$ cat src/rtl/fair_round_monitor.sv
// fair_round_monitor
//   Degeneralizes the generalized-Buechi acceptance of the upstream property
//   automaton into a round tracker. While the automaton stays in its
//   accepting SCC, the monitor waits for fair[0], fair[1], ... fair[NFAIR-1]
//   in index order. Each full pass is one round. It also reports starvation
//   (too long in the SCC without completing a round) and any SCC exit.
//
// Ports
//   clock       in   posedge clock
//   reset       in   asynchronous, active-high
//   step        in   sample enable; state holds when 0 (round_done clears)
//   scc         in   automaton state lies in the accepting SCC
//   fair        in   [NFAIR-1:0] fairness outputs of the automaton
//   idx         out  [IDXW-1:0] fairness set currently awaited
//   round_done  out  one-cycle pulse per completed round
//   rounds      out  [CNTW-1:0] completed rounds, saturating
//   starve      out  age reached STARVE_LIMIT in the current round
//   scc_exit    out  sticky: scc fell 1->0 at least once
//   in_scc      out  registered copy of scc
module fair_round_monitor #(
  parameter int NFAIR        = 4,
  parameter int IDXW         = 2,
  parameter int CNTW         = 8,
  parameter int AGEW         = 7,
  parameter int STARVE_LIMIT = 64
) (
  input  logic             clock,
  input  logic             reset,
  input  logic             step,
  input  logic             scc,
  input  logic [NFAIR-1:0] fair,
  output logic [IDXW-1:0]  idx,
  output logic             round_done,
  output logic [CNTW-1:0]  rounds,
  output logic             starve,
  output logic             scc_exit,
  output logic             in_scc
);

  typedef enum logic {OUT = 1'b0, IN = 1'b1} state_t;

  localparam logic [IDXW-1:0] LAST_IDX = IDXW'(NFAIR - 1);
  localparam logic [AGEW-1:0] AGE_MAX  = AGEW'(STARVE_LIMIT);

  state_t          state, state_nxt;
  logic [IDXW-1:0] idx_nxt;
  logic [CNTW-1:0] rounds_nxt;
  logic [AGEW-1:0] age, age_nxt, age_inc;
  logic            done_nxt, starve_nxt, exit_nxt;

  // fair padded to the full index range so fair_pad[idx] is always in range;
  // the pad bits never match since idx never exceeds NFAIR-1.
  logic [2**IDXW-1:0] fair_pad;
  always_comb begin
    fair_pad              = '0;
    fair_pad[NFAIR-1:0]   = fair;
  end

  // age saturates at the limit so starve holds without extra state
  assign age_inc = (age == AGE_MAX) ? age : age + AGEW'(1);

  always_ff @(posedge clock or posedge reset) begin
    if (reset) begin
      state      <= OUT;
      idx        <= '0;
      round_done <= 1'b0;
      rounds     <= '0;
      starve     <= 1'b0;
      scc_exit   <= 1'b0;
      age        <= '0;
    end else begin
      state      <= state_nxt;
      idx        <= idx_nxt;
      round_done <= done_nxt;
      rounds     <= rounds_nxt;
      starve     <= starve_nxt;
      scc_exit   <= exit_nxt;
      age        <= age_nxt;
    end
  end

  always_comb begin
    state_nxt  = state;
    idx_nxt    = idx;
    done_nxt   = 1'b0;
    rounds_nxt = rounds;
    starve_nxt = starve;
    exit_nxt   = scc_exit;
    age_nxt    = age;
    if (step) begin
      state_nxt = scc ? IN : OUT;
      if (!scc) begin
        idx_nxt    = '0;
        age_nxt    = '0;
        starve_nxt = 1'b0;
        if (state == IN) exit_nxt = 1'b1;
      end else if (fair_pad[idx] && idx == LAST_IDX) begin
        idx_nxt    = '0;
        done_nxt   = 1'b1;
        age_nxt    = '0;
        starve_nxt = 1'b0;
        if (rounds != '1) rounds_nxt = rounds + CNTW'(1);
      end else begin
        if (fair_pad[idx]) idx_nxt = idx + IDXW'(1);
        age_nxt = age_inc;
        if (age_inc == AGE_MAX) starve_nxt = 1'b1;
      end
    end
  end

  assign in_scc = (state == IN);

endmodule

$ cat config.mk
export PLATFORM = sky130hd
export DESIGN_NAME = fair_round_monitor
export DESIGN_NICKNAME = d
export VERILOG_FILES = /design/src/rtl/fair_round_monitor.sv
export SDC_FILE = /design/constraint.sdc
export NUM_CORES = 1
export LEC_CHECK = 0
export ABC_AREA = 1
export CORE_MARGIN = 2
export CORE_UTILIZATION = 51
export CTS_CLUSTER_DIAMETER = 120
export DETAILED_ROUTE_END_ITERATION = 12
export PLACE_DENSITY = 0.78
export RECOVER_POWER = 100
export SLEW_MARGIN = 5
export SYNTH_ARGS = -nofsm -noshare
export SYNTH_HDL_FRONTEND = slang
export SYNTH_SLANG_ARGS = --single-unit
$ cat constraint.sdc
create_clock -name clock -period 2.1 [get_ports clock]
set_clock_uncertainty 0.15 [all_clocks]
set_input_delay 0.525 -clock clock [delete_from_list [all_inputs] [get_ports clock]]
set_output_delay 0.525 -clock clock [all_outputs]
set_load 0.03 [all_outputs]
==> qor.txt, run 1 <==
status = complete, no violations
largest net degree at the start of global routing = 22
CP top delay family = buffers and inverters
Yosys top cell by area = dfrtp_1
CTS sink cnt = 21
worst path bufs/invs = 1
Clock transition at path regs = 0.11 ns
register area share after synthesis = 45.1%
drt pass-1 iters = 4
port buffer count = 21
Worst EP arrival = 1.35 ns
Max VDD drop = 0.000470 V
wire per inst = 12.2 µm
Tmin final = 2.02 ns
ANT cells = 0
Fin. Hold Viols = 0
Syn-to-layout area delta = 19.7%
Routed Wire Length = 2420 µm
Fmax achieved = 0.494 GHz
leak pwr = 0.000751 µW
Mapped Area = 0.00117 mm²
initial DRC count = 27
Setup Fix Bufs, Post-CTS = 0
H-Tree Depth = 1
Post-synth EDFFs = 0
synth top area cells = dfrtp_1 45%, nand2_1 10%, nand3_1 6.9%, inv_1 6.1%, nor2_1 4.8%
Slowest cell on crit path = clkdlybuf4s50_1
Final Net Count = 183
RSZ-0062 raised after global routing = false
PD cells = 703 mW/mm²
Worst path depth = 1
setup violators final = 0
R2R setup slack = 0.22 ns
Post-Synth Adder-Cell Area = 4.29%
initial antenna violation count = 0
count leader, synth = nand2_1
vias post-DR = 1023
Ys Warns = 0
final non-filler cell total = 198
Max Cap Viol = 0
setup ws final = 0.0770 ns
slowest stage delay, CP = 0.67 ns
Final Power = 982 µW
Final ANT Viol Nets = 0
simple-gate share of the synthesized area = 29.2%
CTS buffer count = 3
CP Launch Type = register
compound-cell area share of the yosys netlist = 7.30%
asr flop ratio synth = 100%
Final period util = 96.3%
clock root buffer = clkbuf_4
Vias/cell = 5.17
main combinational cell family by area after synthesis = simple AND/OR/NAND/NOR gates
DIE AREA = 0.00268 mm²
All-Layer GR Usage = 21.0%
IO Pins = 22
Synth Area in XOR/XNOR = 6.76%
cts hold-fix bufs = 0
worst skew pair latency = 0.32 ns
Hold Path Stages = 1
Synth Instances = 142
Clock Tree Buf Depth = 2
first-pass GRT wire length = 4180 µm
HP Class = reg2reg
layout cells sized above 1 = 4.71%
syn nets = 154
area share of the largest cell type after synthesis = 45.1%
core region area = 0.00219 mm²
critical path class = reg2out
grt total ovfl = 0
Worst setup EP type = output port
die width = 51.8 µm
Netlist cell types = 23
placed insts = 194
mux contribution to synthesized area = 0%
fin. max-slew vios = 0
Worst Max-Slew Pin Slew = 1.12 ns
CP cell instances = clkdlybuf4s50_1
# rows = 17
Post-Syn Area per Cell = 8.21 µm²
post-layout util = 63.7%
setup TNS = 0 ns
chip height = 51.8 µm
Synth Flop Type = dfrtp_1
DP Worst Slack = 0.0285 ns
initial core utilization = 53.2%
R2R cell count = 7
Synth top cells by count = 31 x nand2_1, 21 x dfrtp_1, 19 x inv_1
worst relative slew slack = 25.3%
RD Place Congestion = 0.869
Yosys reg bits = 21
vias in the first global route = 1013
CTS tree = yes
drt drc = 0
crit path max fanout = 2
WP data required = 1.42 ns
Post-DP HPWL = 1860 µm
-- stage by stage --
step / instance area (µm²) / hold WS (ns)
2_1_floorplan: 1170 / 0.352
3_3_place_gp: 1430 / 0.298
3_5_place_dp: 1430 / 0.297
4_1_cts: 1450 / 0.328
5_1_grt: 1400 / 0.351
6_report: 1400 / 0.321
-- logic make-up after synthesis --
group	Yosys count
AOI/OAI and AO/OA	14
xor gates and xnor gates	9
adders and majority gates	4
and+or+nand+nor	72
buffers and inverters	22
DFF	21
-- timing repair --
item,CTS,global route
endpoints found under the hold margin,0,0
gates resized for setup,10,1
endpoints found under the setup margin,10,1
-- metal layers --
| metal | GRT usage (%) | wire length (µm) | up-vias |
|---|---|---|---|
| met4 | 7.89 | 48 | 0 |
| met2 | 36.1 | 1190 | 34 |
| met3 | 3.74 | 119 | 5 |
| met5 | 0 | 0 | - |
| met1 | 26.2 | 1070 | 473 |
| li1 | - | - | 511 |
-- final cells by class --
cell class | count | area, µm²
multi-input cells | 99 | 517
inverters | 21 | 78.8
fillers | 205 | 795
repair buffers | 25 | 214
flip-flops and latches | 21 | 526
well taps | 28 | 35.0
clock buffers | 4 | 26.3
-- power by group --
| group | switching [µW] | internal, µW | leakage (µW) |
|---|---|---|---|
| combinational | 185 | 105 | 0.000455 |
| sequential | 47.1 | 441 | 0.000281 |
| clock | 130 | 74.4 | 0.0000150 |
| total | 362 | 620 | 0.000751 |
-- final timing paths --
path                            from         to
hold reg to reg             scc_exit   scc_exit
setup / recovery            scc_exit   scc_exit
min in group asynchronous      reset  rounds[0]
max in group asynchronous      reset     in_scc
setup reg to reg           rounds[0]  rounds[5]
hold / removal              scc_exit   scc_exit
-- flip-flops by register name, summed over array words and instances, names as in the netlist --
| signal | count |
|---|---|
| scc_exit | 1 |
| rounds | 8 |
| age | 7 |
| round_done | 1 |
| idx | 2 |
| starve | 1 |
| in_scc | 1 |
-- cell usage in the layout, fill, tap and decap left out --
cell type / Yosys / final
a21o_1: 1 / 1
a21oi_1: 2 / 3
a22oi_1: 1 / 1
buf_4: 1 / 2
clkbuf_1: 0 / 4
clkbuf_4: 0 / 3
clkdlybuf4s50_1: 0 / 9
dfrtp_1: 21 / 21
dlygate4sd2_1: 0 / 10
dlygate4sd3_1: 0 / 1
ha_1: 4 / 4
inv_1: 19 / 20
inv_2: 2 / 1
nand2_1: 31 / 33
nand2_2: 3 / 1
nand3_1: 16 / 16
nand4_1: 2 / 4
nor2_1: 15 / 16
nor2_2: 1 / 1
nor3_1: 1 / 1
o21ai_0: 4 / 4
o22ai_1: 5 / 5
xnor2_1: 3 / 3
xor2_1: 6 / 6
No activity file was read; power rests on OpenSTA's default activity.
==> run 2: changes to the inputs <==
--- a/config.mk
+++ b/config.mk
@@ -6,6 +6,7 @@
 export NUM_CORES = 1
 export LEC_CHECK = 0
 export ABC_AREA = 1
+export CORE_ASPECT_RATIO = 0.75
 export CORE_MARGIN = 2
 export CORE_UTILIZATION = 51
 export CTS_CLUSTER_DIAMETER = 120
==> qor.txt, run 2 (synthesis results as in run 1) <==
Worst setup EP type = output port
leak pwr = 0.000763 µW (+1.6%)
initial antenna violation count = 0 (unchanged)
Final period util = 95.6% (-0.72 points)
layout cells sized above 1 = 6.98% (+2.3 points)
Final Net Count = 185 (+1.1%)
Setup Fix Bufs, Post-CTS = 0 (unchanged)
vias in the first global route = 995 (-1.8%)
Max Cap Viol = 0 (unchanged)
Register Area = 526 µm² (unchanged)
IO Pins = 22 (unchanged)
top flop regs = rounds: 8 flops, age: 7 flops, idx: 2 flops
final non-filler cell total = 196 (-1.0%)
CTS sink cnt = 21 (unchanged)
Design Area, Final = 0.00142 mm² (+2.0%)
# rows = 14 (-3)
worst skew pair latency = 0.30 ns (-0.02 ns)
filler instances = 168 (-18%)
Slowest cell on crit path = clkdlybuf4s50_1
ANT cells = 0 (unchanged)
wire per inst = 13.7 µm (+12%)
chip height = 45.4 µm (-12%)
initial core utilization = 55.9% (+2.7 points)
vias post-DR = 1063 (+3.9%)
Vias/cell = 5.42 (+5.0%)
Placed Area = 0.00144 mm² (+0.70%)
CP cell instances = clkdlybuf4s50_1
crit path max fanout = 2 (unchanged)
RD Place Congestion = 0.919 (+5.7%)
Clock transition at path regs = 0.12 ns (about the same)
area of the multi-input gates = 534 µm² (+3.4%)
status = complete, no violations
largest net degree at the start of global routing = 22 (unchanged)
Fmax achieved = 0.498 GHz (+0.76%)
CP top delay family = buffers and inverters
most frequent cells in the layout = 32 x nand2_1, 21 x dfrtp_1, 20 x inv_1, 16 x nand3_1, 16 x nor2_1
clock root buffer = clkbuf_4
CTS buffer count = 3 (unchanged)
port buffer count = 21 (unchanged)
critical path class = reg2out
setup violators final = 0 (unchanged)
PD cells = 697 mW/mm² (-0.98%)
Routed Wire Length = 2680 µm (+11%)
worst relative slew slack = 24.0% (-1.3 points)
hold_ws = 0.316 ns (-0.00588 ns)
All-Layer GR Usage = 22.7% (+1.7 points)
worst path bufs/invs = 1 (unchanged)
Clock Tree Buf Depth = 2 (unchanged)
slowest stage delay, CP = 0.66 ns (about the same)
Worst Max-Slew Pin Slew = 1.14 ns (+0.0200 ns)
HP Class = reg2reg
Syn-to-layout area delta = 22.1%
core region area = 0.00208 mm² (-4.9%)
CP Launch Type = register
initial DRC count = 57 (+110%)
RSZ-0062 raised after global routing = false
commonest non-fill, non-tap cell in the layout = nand2_1
Post-DP HPWL = 2090 µm (+13%)
placed insts = 192 (-1.0%)
Final ANT Viol Nets = 0 (unchanged)
H-Tree Depth = 1 (unchanged)
first-pass GRT wire length = 4410 µm (+5.5%)
cts hold-fix bufs = 0 (unchanged)
Final Power = 992 µW (+0.98%)
Max VDD drop = 0.000610 V (+30%)
CTS tree = yes
Worst EP arrival = 1.33 ns (-0.02 ns)
Tmin final = 2.01 ns (-0.0152 ns)
die width = 59.2 µm (+14%)
max reg flops = 8 (unchanged)
Fin. Hold Viols = 0 (unchanged)
fin. max-slew vios = 0 (unchanged)
drt pass-1 iters = 5 (+1)
R2R setup slack = 0.29 ns (+0.07 ns)
Reg with most FFs = rounds
DIE AREA = 0.00269 mm² (+0.15%)
setup TNS = 0 ns (unchanged)
grt total ovfl = 0 (unchanged)
WP data required = 1.42 ns (about the same)
drt drc = 0 (unchanged)
run 2: timing repair:
action                     in CTS  in global routing
gates resized for setup        10                  1
setup endpoints to repair      10                  1
hold endpoints to repair        0                  0
gates cloned                    0                  0
run 2: final timing paths:
path                          start       end  cells past startpoint
min in group asynchronous     reset    age[2]                      3
min reg2reg                scc_exit  scc_exit                      1
max                        scc_exit  scc_exit                      1
min                        scc_exit  scc_exit                      1
max in group asynchronous     reset    age[5]                      3
max reg2reg                  age[0]    starve                     10
run 2: metal layers:
layer | global-route usage [%] | wire length [µm]
met4 | 7.27 | 19
met2 | 37.1 | 1300
met1 | 29.6 | 1190
met5 | 0 | 0
met3 | 6.25 | 171
run 2: power breakdown:
group / total [µW] / internal, µW / switching (µW)
logic: 307 / 108 / 199
registers: 488 / 441 / 46.7
clock network: 197 / 74.1 / 123
run 2: metrics by stage:
step,worst slack [ns],util (%)
global route,0.0165,68.3
detailed placement,0.0693,69.3
CTS,0.0457,69.9
finish,0.0922,68.3
global placement,0.139,69.3
floorplan,0.363,-
run 2: final cells by class:
cell class | count | area share [%]
multi-input cells | 99 | 37.5
clock buffers | 4 | 1.85
well taps | 24 | 2.11
flip-flops and latches | 21 | 36.9
inverters | 21 | 5.54
repair buffers | 27 | 16.1
==> run 3: changes to the inputs <==
--- a/config.mk
+++ b/config.mk
@@ -8,10 +8,11 @@
 export ABC_AREA = 1
 export CORE_ASPECT_RATIO = 0.75
 export CORE_MARGIN = 2
-export CORE_UTILIZATION = 51
+export CORE_UTILIZATION = 53
+export CTS_BUF_LIST = sky130_fd_sc_hd__clkbuf_4
 export CTS_CLUSTER_DIAMETER = 120
 export DETAILED_ROUTE_END_ITERATION = 12
-export PLACE_DENSITY = 0.78
+export PLACE_DENSITY = 0.81
 export RECOVER_POWER = 100
 export SLEW_MARGIN = 5
 export SYNTH_ARGS = -nofsm -noshare
==> qor.txt, run 3 (synthesis results as in run 1) <==
Reg power frac = 50.0% (+0.8 points)
Final period util = 95.9% (+0.31 points)
Slowest cell on crit path = clkdlybuf4s50_1
R2R setup slack = 0.27 ns (-0.02 ns)
H-Tree Depth = 1 (unchanged)
die width = 58.2 µm (-1.8%)
first-pass GRT wire length = 4210 µm (-4.5%)
clock share of power = 20.6% (+0.7 points)
ANT cells = 0 (unchanged)
crit path launch = starve
Final Net Count = 184 (-0.54%)
Final ANT Viol Nets = 0 (unchanged)
grt total ovfl = 0 (unchanged)
Worst setup EP type = output port
Critical Path Sink = starve
worst skew pair latency = 0.30 ns (about the same)
Routed Wire Length = 2470 µm (-8.0%)
clock root buffer = clkbuf_4
slowest stage delay, CP = 0.67 ns (about the same)
worst relative slew slack = 25.8% (+1.8 points)
critical path class = reg2out
drt pass-1 iters = 5 (unchanged)
drt drc = 0 (unchanged)
IO Pins = 22 (unchanged)
DIE AREA = 0.00260 mm² (-3.5%)
Fmax achieved = 0.496 GHz (-0.33%)
filler instances = 182 (+8.3%)
largest net degree at the start of global routing = 22 (unchanged)
WP data required = 1.42 ns (about the same)
CP cell instances = clkdlybuf4s50_1
Int Pwr = 627 µW (+0.69%)
CTS tree = yes
reg2reg start = rounds[0]
vias in the first global route = 976 (-1.9%)
Max Cap Viol = 0 (unchanged)
busiest grt layer = met2
Clock Tree Buf Depth = 2 (unchanged)
max reg flops = 8 (unchanged)
Final Power = 973 µW (-1.9%)
combinational fraction of design power = 29.4% (-1.5 points)
R2R cell count = 7 (-3)
commonest non-fill, non-tap cell in the layout = nand2_1
vias post-DR = 990 (-6.9%)
CTS sink cnt = 21 (unchanged)
core region area = 0.00205 mm² (-1.7%)
CP top delay family = buffers and inverters
RD Place Congestion = 0.899 (-2.2%)
wire per inst = 12.7 µm (-7.5%)
layout cells sized above 1 = 6.43% (-0.54 points)
Worst path depth = 1 (unchanged)
CP Launch Type = register
Clock transition at path regs = 0.11 ns (about the same)
Worst EP arrival = 1.34 ns (about the same)
top flop regs = rounds: 8 flops, age: 7 flops, idx: 2 flops
Tmin final = 2.01 ns (+0.00658 ns)
Fin. Hold Viols = 0 (unchanged)
setup TNS = 0 ns (unchanged)
met2 usage = 35.5% (-1.7 points)
Net Sw Power = 345 µW (-6.3%)
grt met3 use = 6.43% (+0.18 points)
port buffer count = 21 (unchanged)
RSZ-0062 raised after global routing = false
worst path bufs/invs = 1 (unchanged)
fin. max-slew vios = 0 (unchanged)
Worst Max-Slew Pin Slew = 1.11 ns (-0.0267 ns)
initial core utilization = 56.9% (+0.96 points)
Setup Fix Bufs, Post-CTS = 0 (unchanged)
Vias/cell = 5.08 (-6.4%)
switch share = 35.5% (-1.7 points)
initial DRC count = 35 (-39%)
HP Class = reg2reg
chip height = 44.6 µm (-1.7%)
PD cells = 703 mW/mm² (+0.92%)
Reg with most FFs = rounds
leak pwr = 0.000740 µW (-3.1%)
most frequent cells in the layout = 33 x nand2_1, 21 x dfrtp_1, 20 x inv_1, 16 x nand3_1, 16 x nor2_1
All-Layer GR Usage = 21.9% (-0.85 points)
# rows = 14 (unchanged)
Syn-to-layout area delta = 18.7%
Post-DP HPWL = 1980 µm (-5.6%)
crit path max fanout = 2 (unchanged)
CTS buffer count = 3 (unchanged)
met1 Use GR = 28.9% (-0.64 points)
initial antenna violation count = 0 (unchanged)
status = complete, no violations
R2R Path End = rounds[5]
Max VDD drop = 0.000634 V (+3.9%)
post-layout util = 67.5% (-0.79 points)
setup violators final = 0 (unchanged)
[run 3: cell type report]
type | count | area, µm² | share of cell area (%)
clock buffer | 4 | 30.0 | 2.17
inverter | 21 | 78.8 | 5.70
timing repair buffer | 26 | 196 | 14.2
multi-input combinational | 99 | 523 | 37.8
tap | 24 | 30.0 | 2.17
sequential | 21 | 526 | 38.0
[run 3: worst min path at each step]
stage	startpoint	to	slack (ns)	depth (start not counted)
final	scc_exit	scc_exit	0.32	1
after global routing	scc_exit	scc_exit	0.36	1
after CTS	scc_exit	scc_exit	0.33	1
after detailed placement	scc_exit	scc_exit	0.30	1
after global placement	scc_exit	scc_exit	0.29	1
after floorplan	reset	age[0]	0.35	1
[run 3: metrics by stage]
step | hold WS (ns) | std cells | area (µm²) | setup WS, ns
2_1_floorplan | 0.352 | 142 | 1170 | 0.363
3_3_place_gp | 0.289 | 191 | 1440 | 0.110
3_5_place_dp | 0.301 | 191 | 1440 | 0.0181
4_1_cts | 0.328 | 195 | 1460 | 0.00480
5_1_grt | 0.358 | 195 | 1380 | 0.0264
6_report | 0.318 | 195 | 1380 | 0.0856
[run 3: what timing repair did]
action                                 in CTS  in global routing
hold buffers                                0                  0
cloned                                      0                  0
endpoints found under the hold margin       0                  0
gates resized for setup                     5                  6
setup endpoints to repair                   5                  6
[run 3: routing by layer]
layer  share of wire, %  vias up
met4               0.49        0
met3                4.9        2
met5                  0        -
li1                   -      517
met2                 46       26
met1                 48      445
[run 3: power groups by stage]
stage / logic (µW) / clock network (µW) / registers, µW
finish: 286 / 200 / 486
global route: 331 / 232 / 494
CTS: 326 / 212 / 486
detailed placement: 333 / 0 / 495
global placement: 325 / 0 / 493
floorplan: 165 / 0 / 544
